File: src/rtl/mux16_rr_scheduler_pkg.sv
// Shared definitions for the 16-way round-robin bit-mux scheduler.
//   N / SEL_W : requester count and select width
//   state_t   : scheduler FSM encoding (IDLE = nothing presented, HOLD = bit presented)
//   rr_pick   : inclusive, ascending, wrap-around search of a request vector
package mux16_rr_scheduler_pkg;

  localparam int N     = 16;
  localparam int SEL_W = 4;

  typedef enum logic {
    ST_IDLE = 1'b0,
    ST_HOLD = 1'b1
  } state_t;

  // Returns {found, index}. The search starts at 'start' (inclusive) and walks
  // upward modulo N. The index wraps naturally because it is SEL_W bits wide.
  function automatic logic [SEL_W:0] rr_pick(input logic [N-1:0]     req_vec,
                                             input logic [SEL_W-1:0] start);
    logic             found;
    logic [SEL_W-1:0] idx;
    logic [SEL_W-1:0] cand;
    found = 1'b0;
    idx   = start;
    for (int i = 0; i < N; i++) begin
      cand = start + SEL_W'(i);
      if (!found && req_vec[cand]) begin
        found = 1'b1;
        idx   = cand;
      end
    end
    return {found, idx};
  endfunction

endpackage

File: src/rtl/mux16_rr_scheduler_mux.sv
// 16:1 single-bit multiplexer shared by all requesters.
//   in  : 16 data bits, one per requester
//   sel : index of the bit to pass through
//   y   : selected bit (purely combinational)
module mux_16by1
  import mux16_rr_scheduler_pkg::*;
(
  input  logic [N-1:0]     in,
  input  logic [SEL_W-1:0] sel,
  output logic             y
);

  assign y = in[sel];

endmodule

File: src/rtl/mux16_rr_scheduler.sv
// Round-robin scheduler sharing one 16:1 bit mux among 16 requesters.
// A requester is picked, the mux select is driven with the new grant index,
// and the selected bit is registered and presented downstream.
//   clk, rst   : clock, synchronous active-high reset
//   req        : per-requester level request
//   in         : per-requester data bit (through mux_16by1)
//   sel        : registered grant index
//   gnt        : registered one-hot grant, zero when nothing is held
//   out_data   : registered data bit captured at grant
//   out_valid  : out_data/sel/gnt are being presented
//   out_ready  : downstream accepts
//   dbg_state  : current FSM state (1 = HOLD), for observation only
//
// Handshake: a transfer completes on a rising edge where out_valid & out_ready.
// out_valid comes straight from the state register, so it never depends
// combinationally on out_ready. While out_valid is high and out_ready is low,
// sel/gnt/out_data are frozen regardless of req or in. out_ready is ignored
// while out_valid is low.
module mux16_rr_scheduler
  import mux16_rr_scheduler_pkg::*;
(
  input  logic             clk,
  input  logic             rst,
  input  logic [N-1:0]     req,
  input  logic [N-1:0]     in,
  output logic [SEL_W-1:0] sel,
  output logic [N-1:0]     gnt,
  output logic             out_data,
  output logic             out_valid,
  input  logic             out_ready,
  output logic             dbg_state
);

  state_t           state_q, state_d;
  logic [SEL_W-1:0] ptr_q, ptr_d;
  logic [SEL_W-1:0] sel_q, sel_d;
  logic [N-1:0]     gnt_q, gnt_d;
  logic             out_data_q, out_data_d;

  logic [SEL_W-1:0] arb_start;
  logic [SEL_W:0]   pick;
  logic             pick_found;
  logic [SEL_W-1:0] pick_idx;
  logic             take_grant;
  logic             mux_bit;

  // In HOLD the only arbitration that matters is the one at handshake, which
  // restarts just past the current grant; in IDLE it starts from ptr.
  assign arb_start  = (state_q == ST_HOLD) ? (sel_q + 4'd1) : ptr_q;
  assign pick       = rr_pick(req, arb_start);
  assign pick_found = pick[SEL_W];
  assign pick_idx   = pick[SEL_W-1:0];

  always_comb begin
    state_d    = state_q;
    ptr_d      = ptr_q;
    sel_d      = sel_q;
    gnt_d      = gnt_q;
    take_grant = 1'b0;
    case (state_q)
      ST_IDLE: begin
        if (pick_found) begin
          take_grant = 1'b1;
        end
      end
      ST_HOLD: begin
        if (out_ready) begin
          ptr_d = sel_q + 4'd1;
          if (pick_found) begin
            take_grant = 1'b1;
          end else begin
            state_d = ST_IDLE;
            gnt_d   = '0;
          end
        end
      end
      default: begin
        state_d = ST_IDLE;
      end
    endcase
    if (take_grant) begin
      state_d = ST_HOLD;
      sel_d   = pick_idx;
      gnt_d   = N'(1) << pick_idx;
    end
  end

  // The mux looks at the next select so the captured bit belongs to the new
  // grant on the same edge that the grant is registered.
  mux_16by1 u_mux (
    .in  (in),
    .sel (sel_d),
    .y   (mux_bit)
  );

  assign out_data_d = take_grant ? mux_bit : out_data_q;

  always_ff @(posedge clk) begin
    if (rst) begin
      state_q    <= ST_IDLE;
      ptr_q      <= '0;
      sel_q      <= '0;
      gnt_q      <= '0;
      out_data_q <= 1'b0;
    end else begin
      state_q    <= state_d;
      ptr_q      <= ptr_d;
      sel_q      <= sel_d;
      gnt_q      <= gnt_d;
      out_data_q <= out_data_d;
    end
  end

  assign sel       = sel_q;
  assign gnt       = gnt_q;
  assign out_data  = out_data_q;
  assign out_valid = (state_q == ST_HOLD);
  assign dbg_state = (state_q == ST_HOLD);

endmodule

File: config.mk
export PLATFORM = sky130hd
export DESIGN_NAME = mux16_rr_scheduler
export DESIGN_NICKNAME = d
export VERILOG_FILES = /design/src/rtl/mux16_rr_scheduler_pkg.sv /design/src/rtl/mux16_rr_scheduler_mux.sv /design/src/rtl/mux16_rr_scheduler.sv
export SDC_FILE = /design/constraint.sdc
export NUM_CORES = 1
export LEC_CHECK = 0
export ABC_CLOCK_PERIOD_IN_PS = 8200
export BUFFER_PORTS_ARGS = -buffer_cell sky130_fd_sc_hd__buf_2
export CAP_MARGIN = 10
export CORE_MARGIN = 8
export CORE_UTILIZATION = 50
export DETAILED_ROUTE_END_ITERATION = 6
export HOLD_SLACK_MARGIN = 0.03
export MAX_ROUTING_LAYER = met4
export PLACE_DENSITY = 0.7
export SLEW_MARGIN = 20
export SYNTH_ARGS = -nofsm -noshare
export SYNTH_HDL_FRONTEND = slang
export SYNTH_HIERARCHICAL = 1
export SYNTH_SLANG_ARGS = --single-unit
File: constraint.sdc
create_clock -name clk -period 8.2 [get_ports clk]
set_input_delay 0.82 -clock clk [delete_from_list [all_inputs] [get_ports clk]]
set_output_delay 0.82 -clock clk [all_outputs]
set_load 0.03 [all_outputs]
-- After elaboration in Yosys (flattened, before gate mapping)
Cells that the tools add are included.
- ROM bits: 0
- flip-flop bits (word level): 26
- bits of input ports: 35
- output and inout port bits: 23
- memories kept: 0
- memory bits (writable): 0
- bits in latches: 0
- multipliers: 0
- reductions and logical operators: 34
- add/subtract/negate cells: 16
- shift-type cells: 1
- multiplexer cells: 77
- div/mod/pow operators: 0
- order comparisons: 17
- bitwise operators: 1
- equal/unequal tests: 1
- operators with widths (cell ; number):
    4-bit by 5-bit < comparator with 1-bit output (second input constant) ; 17
    1-bit binary-select mux with 4-bit select ; 17
    4-bit two-way mux ; 17
    16-bit two-way mux ; 4
    1-bit two-way mux ; 38
    4-bit adder (second input constant) ; 8
    4-bit by 3-bit adder with 4-bit output (second input constant) ; 4
    1-bit by 4-bit << shifter with 16-bit output (first input constant) ; 1
    1-bit logical AND ; 15
    1-bit logical NOT ; 15
    4-bit by 1-bit adder with 4-bit output (second input constant) ; 2
    4-bit by 2-bit adder with 4-bit output (second input constant) ; 2
    2-bit nonzero test ; 2
    3-bit AND reduction ; 1
    2-bit by 1-bit != test with 1-bit output (second input constant) ; 1
    1-bit one-hot mux with 2 select lines ; 1
    2-bit AND reduction ; 1
    1-bit inverter ; 1

-- Logic depth before layout (Yosys ltp)
- depth in word-level cells: 56
- mapped depth: 21
- depth with buffers taken out: 19

-- Cells and area by module
The synthesis kept the hierarchy.
- modules (own cells, without submodules) (module ; seq. area each (um2) ; area each (um2) ; instances ; cells each):
    mux16_rr_scheduler ; 520.5 ; 3474.6 ; 1 ; 425
    mux_16by1 ; 0.0 ; 135.1 ; 1 ; 7

-- Least setup slack after synthesis
No wires, ideal clock.
- path kind: register to register
- start: register sel_q[0], in the netlist sel[0]
- end: register out_data_q, in the netlist out_data
- cell stages (with the launch flop): 20
- path slack: 2.782 ns
- arrival: 5.290 ns
- library setup time: 0.128 ns
- cell sequence: dfxtp_1 ha_1 nand2_1 o21a_1 clkinv_1 ha_1 xnor2_1 mux4_2 mux2i_4 nor2b_1 nand3_2 nor4_1 nor2b_1 buf_2 mux2_2 mux4_1 mux2i_1 mux2i_1 mux2i_1 nor2_1
- word-level cells in the longest chain between the ends: 56
- elaborated cells on any way between the ends: 116
- classes of those cells: add/sub (16); mux (70); reduce/logical (30)
- ends and longest elaborated chain (element ; RTL line ; text):
    start: declaration ; mux16_rr_scheduler.sv:36 ; logic [SEL_W-1:0] sel_q, sel_d;
    start signal: assignment ; mux16_rr_scheduler.sv:108 ; sel_q <= sel_d;
    branches (longest 53 deep; another with 4-bit by 1-bit adder with 4-bit output) ; n/a ;
    4-bit two-way mux * ; mux16_rr_scheduler.sv:81 ; if (take_grant) begin
    net sel_d[0] ; mux16_rr_scheduler.sv:36 ;
    1-bit binary-select mux with 4-bit select * ; mux16_rr_scheduler_mux.sv:13 ; assign y = in[sel];
    1-bit two-way mux (not written as such) * ; mux16_rr_scheduler_mux.sv:13 ;
    net mux_bit ; mux16_rr_scheduler.sv:45 ; logic mux_bit;
    end signal: assignment ; mux16_rr_scheduler.sv:110 ; out_data_q <= out_data_d;
    end: declaration ; mux16_rr_scheduler.sv:38 ; logic out_data_q, out_data_d;
Mark *: on every way through the listed nets, which the timed path passes. The select of a mux whose other input is x is not followed.
A chain may end at the register's enable or synchronous reset.

-- Final worst setup path
Same ends and word-level chain as after synthesis.

==> flow_summary_export.csv <==
group,metric,value,unit
outcome,outcome,"complete, no violations",
cells_and_area,regArea,520,um^2
critical_path,cp_data_arrival_time,6.70,ns
critical_path,end_kind,"register",
detailed_routing,wl_per_cell,20.5,um
power_and_ir_drop,power,1.82,mW
floorplan,fp.coreArea,7140,um^2
cells_and_area,layout_commonest_cell,"buf_2",
clock_tree,numClockSinks,26,
grt,grt_pass1_wl,18600,um
yosys,ys_warn_count,6,
timing,slew_headroom,41.5,%
hold_path,min_from,"gnt[15]",
timing,setup_viol,0,
critical_path,setup.worst_path.start,"sel[0]",
yosys,yosys-top-cells-area,"dfxtp_1 14%, mux4_2 9.4%, mux2i_1 9.2%",
yosys,syn_area_per_cell,8.36,um^2
floorplan,initial_core_util,50.6,%
yosys,synth_edf_count,0,
power_and_ir_drop,powerDensity,454,nW/um^2
detailed_routing,drt_iter0_drc,257,
detailed_routing,drt_first_pass_iters,5,
cells_and_area,finalNetCount,517,
detailed_routing,ant_nets,0,
cells_and_area,syn_to_final_growth,10.9,%
timing,rsz0062_at_grt,"no",
place,placed_area,3930,um^2
place,placed_cells,568,
timing,skew,0.00711,ns
detailed_routing,viasPerCell,6.56,
yosys,synth_top_cell_by_area,"dfxtp_1",
yosys,synth_cell_types,73,
floorplan,ios,58,
timing,min_period_over_period,79.6,%
floorplan,die_h,101,um
timing,tns,0,ns
critical_path,crit_type,"register to register",
cells_and_area,postLayoutCoreUtil,56.1,%
clock_tree,cts_resized,0,
yosys,syn_inst,432,
clock_tree,cts_tree,"built",
timing,min_period,6.53,ns
yosys,synth-main-ff-cell,"dfxtp_1",
detailed_routing,routed_wl,11700,um
cells_and_area,antenna_cells,0,
yosys,async_reset_ff_share,0,%
place,gp_congestion,1.03,
clock_tree,cts_hold_buffers,0,
cells_and_area,final_cell_mix,"57 x buf_2, 45 x nand2_1, 33 x mux2i_1",
clock_tree,clock_latency,0.27,ns
cells_and_area,multi_input_area,2950,um^2
power_and_ir_drop,p_leak,1.58,nW
detailed_routing,vias,3752,
yosys,syn-num-nets,475,
clock_tree,cts_buffers,3,
place,pre_cts_ws,1.77,ns
floorplan,die_x,101,um
timing,setup_slack,1.67,ns
grt,antenna_found_initial,0,
cells_and_area,drive_above_1_share,23.7,%
clock_tree,htree_num_levels,1,
grt,grtUsageTotal,23.4,%
cells_and_area,final_cell_area,4000,um^2
yosys,yosys.area.top_type_share,14.4,%
yosys,seq_area_frac_synth,14.4,%
flow_run,cap_violations,0,
detailed_routing,drc,0,
clock_tree,cts_buffer_depth,2,
critical_path,cp-start-kind,"register",
cells_and_area,fillCellCount,695,
power_and_ir_drop,ir_drop,0.162,mV
timing,max_freq,0.153,GHz
clock_tree,root_buffer,"clkbuf_8",
hold_path,hp-class,"register to register",
yosys,ys_ff_latch,26,
timing,slew_viol_final,0,
grt,grt.overflow.total,0,
cells_and_area,final_cells,572,
clock_tree,post-cts-setup-buffers,0,
grt,grt_max_degree,21,
timing,worst_pin_slew,0.853,ns
floorplan,die_area,10200,um^2
place,portBuffers,57,
timing,hold_slack,0.451,ns
floorplan,rows,31,
grt,grt_pass1_vias,3635,
place,dp_hpwl,9150,um
critical_path,cp.required,8.37,ns
timing,finalHoldViolCount,0,
yosys,synth_area,3610,um^2
critical_path,critPathMaxFanout,18,
clock_tree,clk_pin_slew,0.09,ns
critical_path,r2r-start,"sel[0]",
==> final timing paths <==
kind	depth (start not counted)	endpoint	slack, ns
worst max-delay path	20	out_data	1.67
worst min-delay path	2	gnt[15]	0.45
worst max register to register	20	out_data	1.67
worst min register to register	2	gnt[15]	0.45
==> cell families after synthesis <==
group	count (synthesis)	share of synthesized area (%)
simple gates	154	21.4
compound gates	121	24.3
mux	73	28.3
buf+inv	30	3.78
flops	26	14.4
xor+xnor	20	5.06
fa+ha+maj	8	2.77
==> cells in the mapped netlist (5+ instances only) <==
cell type	number
nand2b_1	9
mux4_2	15
mux2i_1	33
mux2_2	17
a21o_1	6
o211ai_1	6
nor3_1	5
a21oi_1	16
ha_1	8
nand2_1	45
a211oi_1	9
o31ai_1	21
o21a_1	5
and3_1	7
dfxtp_1	26
xnor2_1	17
nor2b_1	7
nand3_1	22
buf_2	7
nor2_1	31
o21ai_0	15
clkbuf_1	13
==> where the power goes <==
group          total (mW)  switching, mW  internal, mW
Sequential          0.187         0.0249         0.162
Clock               0.107         0.0416        0.0653
Combinational        1.52          0.955         0.566
Total                1.82           1.02         0.794
==> flip-flops by register name (all words and copies together) (netlist names) <==
register,cells
out_data,1
dbg_state,1
gnt,16
sel,4
ptr_q,4
==> layout make-up <==
| type | instances | share of cell area, % |
|---|---|---|
| Inverter | 7 | 0.656 |
| Clock inverter | 1 | 0.750 |
| Clock buffer | 3 | 1.03 |
| Timing Repair Buffer | 60 | 7.69 |
| Tap cell | 99 | 3.09 |
| Sequential cell | 26 | 13.0 |
| Multi-Input combinational cell | 376 | 73.8 |
==> layer usage <==
metal	GRT usage [%]	up-vias	wire [um]
li1	-	1763	-
met3	3.80	26	910
met5	-	-	0
met2	37.9	186	5440
met4	6.99	0	323
met1	29.3	1777	5030
==> critical path, stage by stage (launching register included) <==
cell      delay [ns]
dfxtp_1         0.48
ha_1            0.31
nand2_1         0.09
o21a_1          0.13
buf_4           0.25
clkinv_1        0.43
ha_1            0.41
xnor2_1         0.53
mux4_2          0.68
mux2i_4         0.30
nor2b_1         0.36
nand3_2         0.24
nor4_2          0.42
a311oi_1        0.14
xnor2_1         0.35
mux2_2          0.31
mux4_1          0.56
mux2i_1         0.15
mux2i_1         0.08
mux2i_1         0.13
nor2_1          0.05
Note: power is estimated with default switching activity, not from simulation.
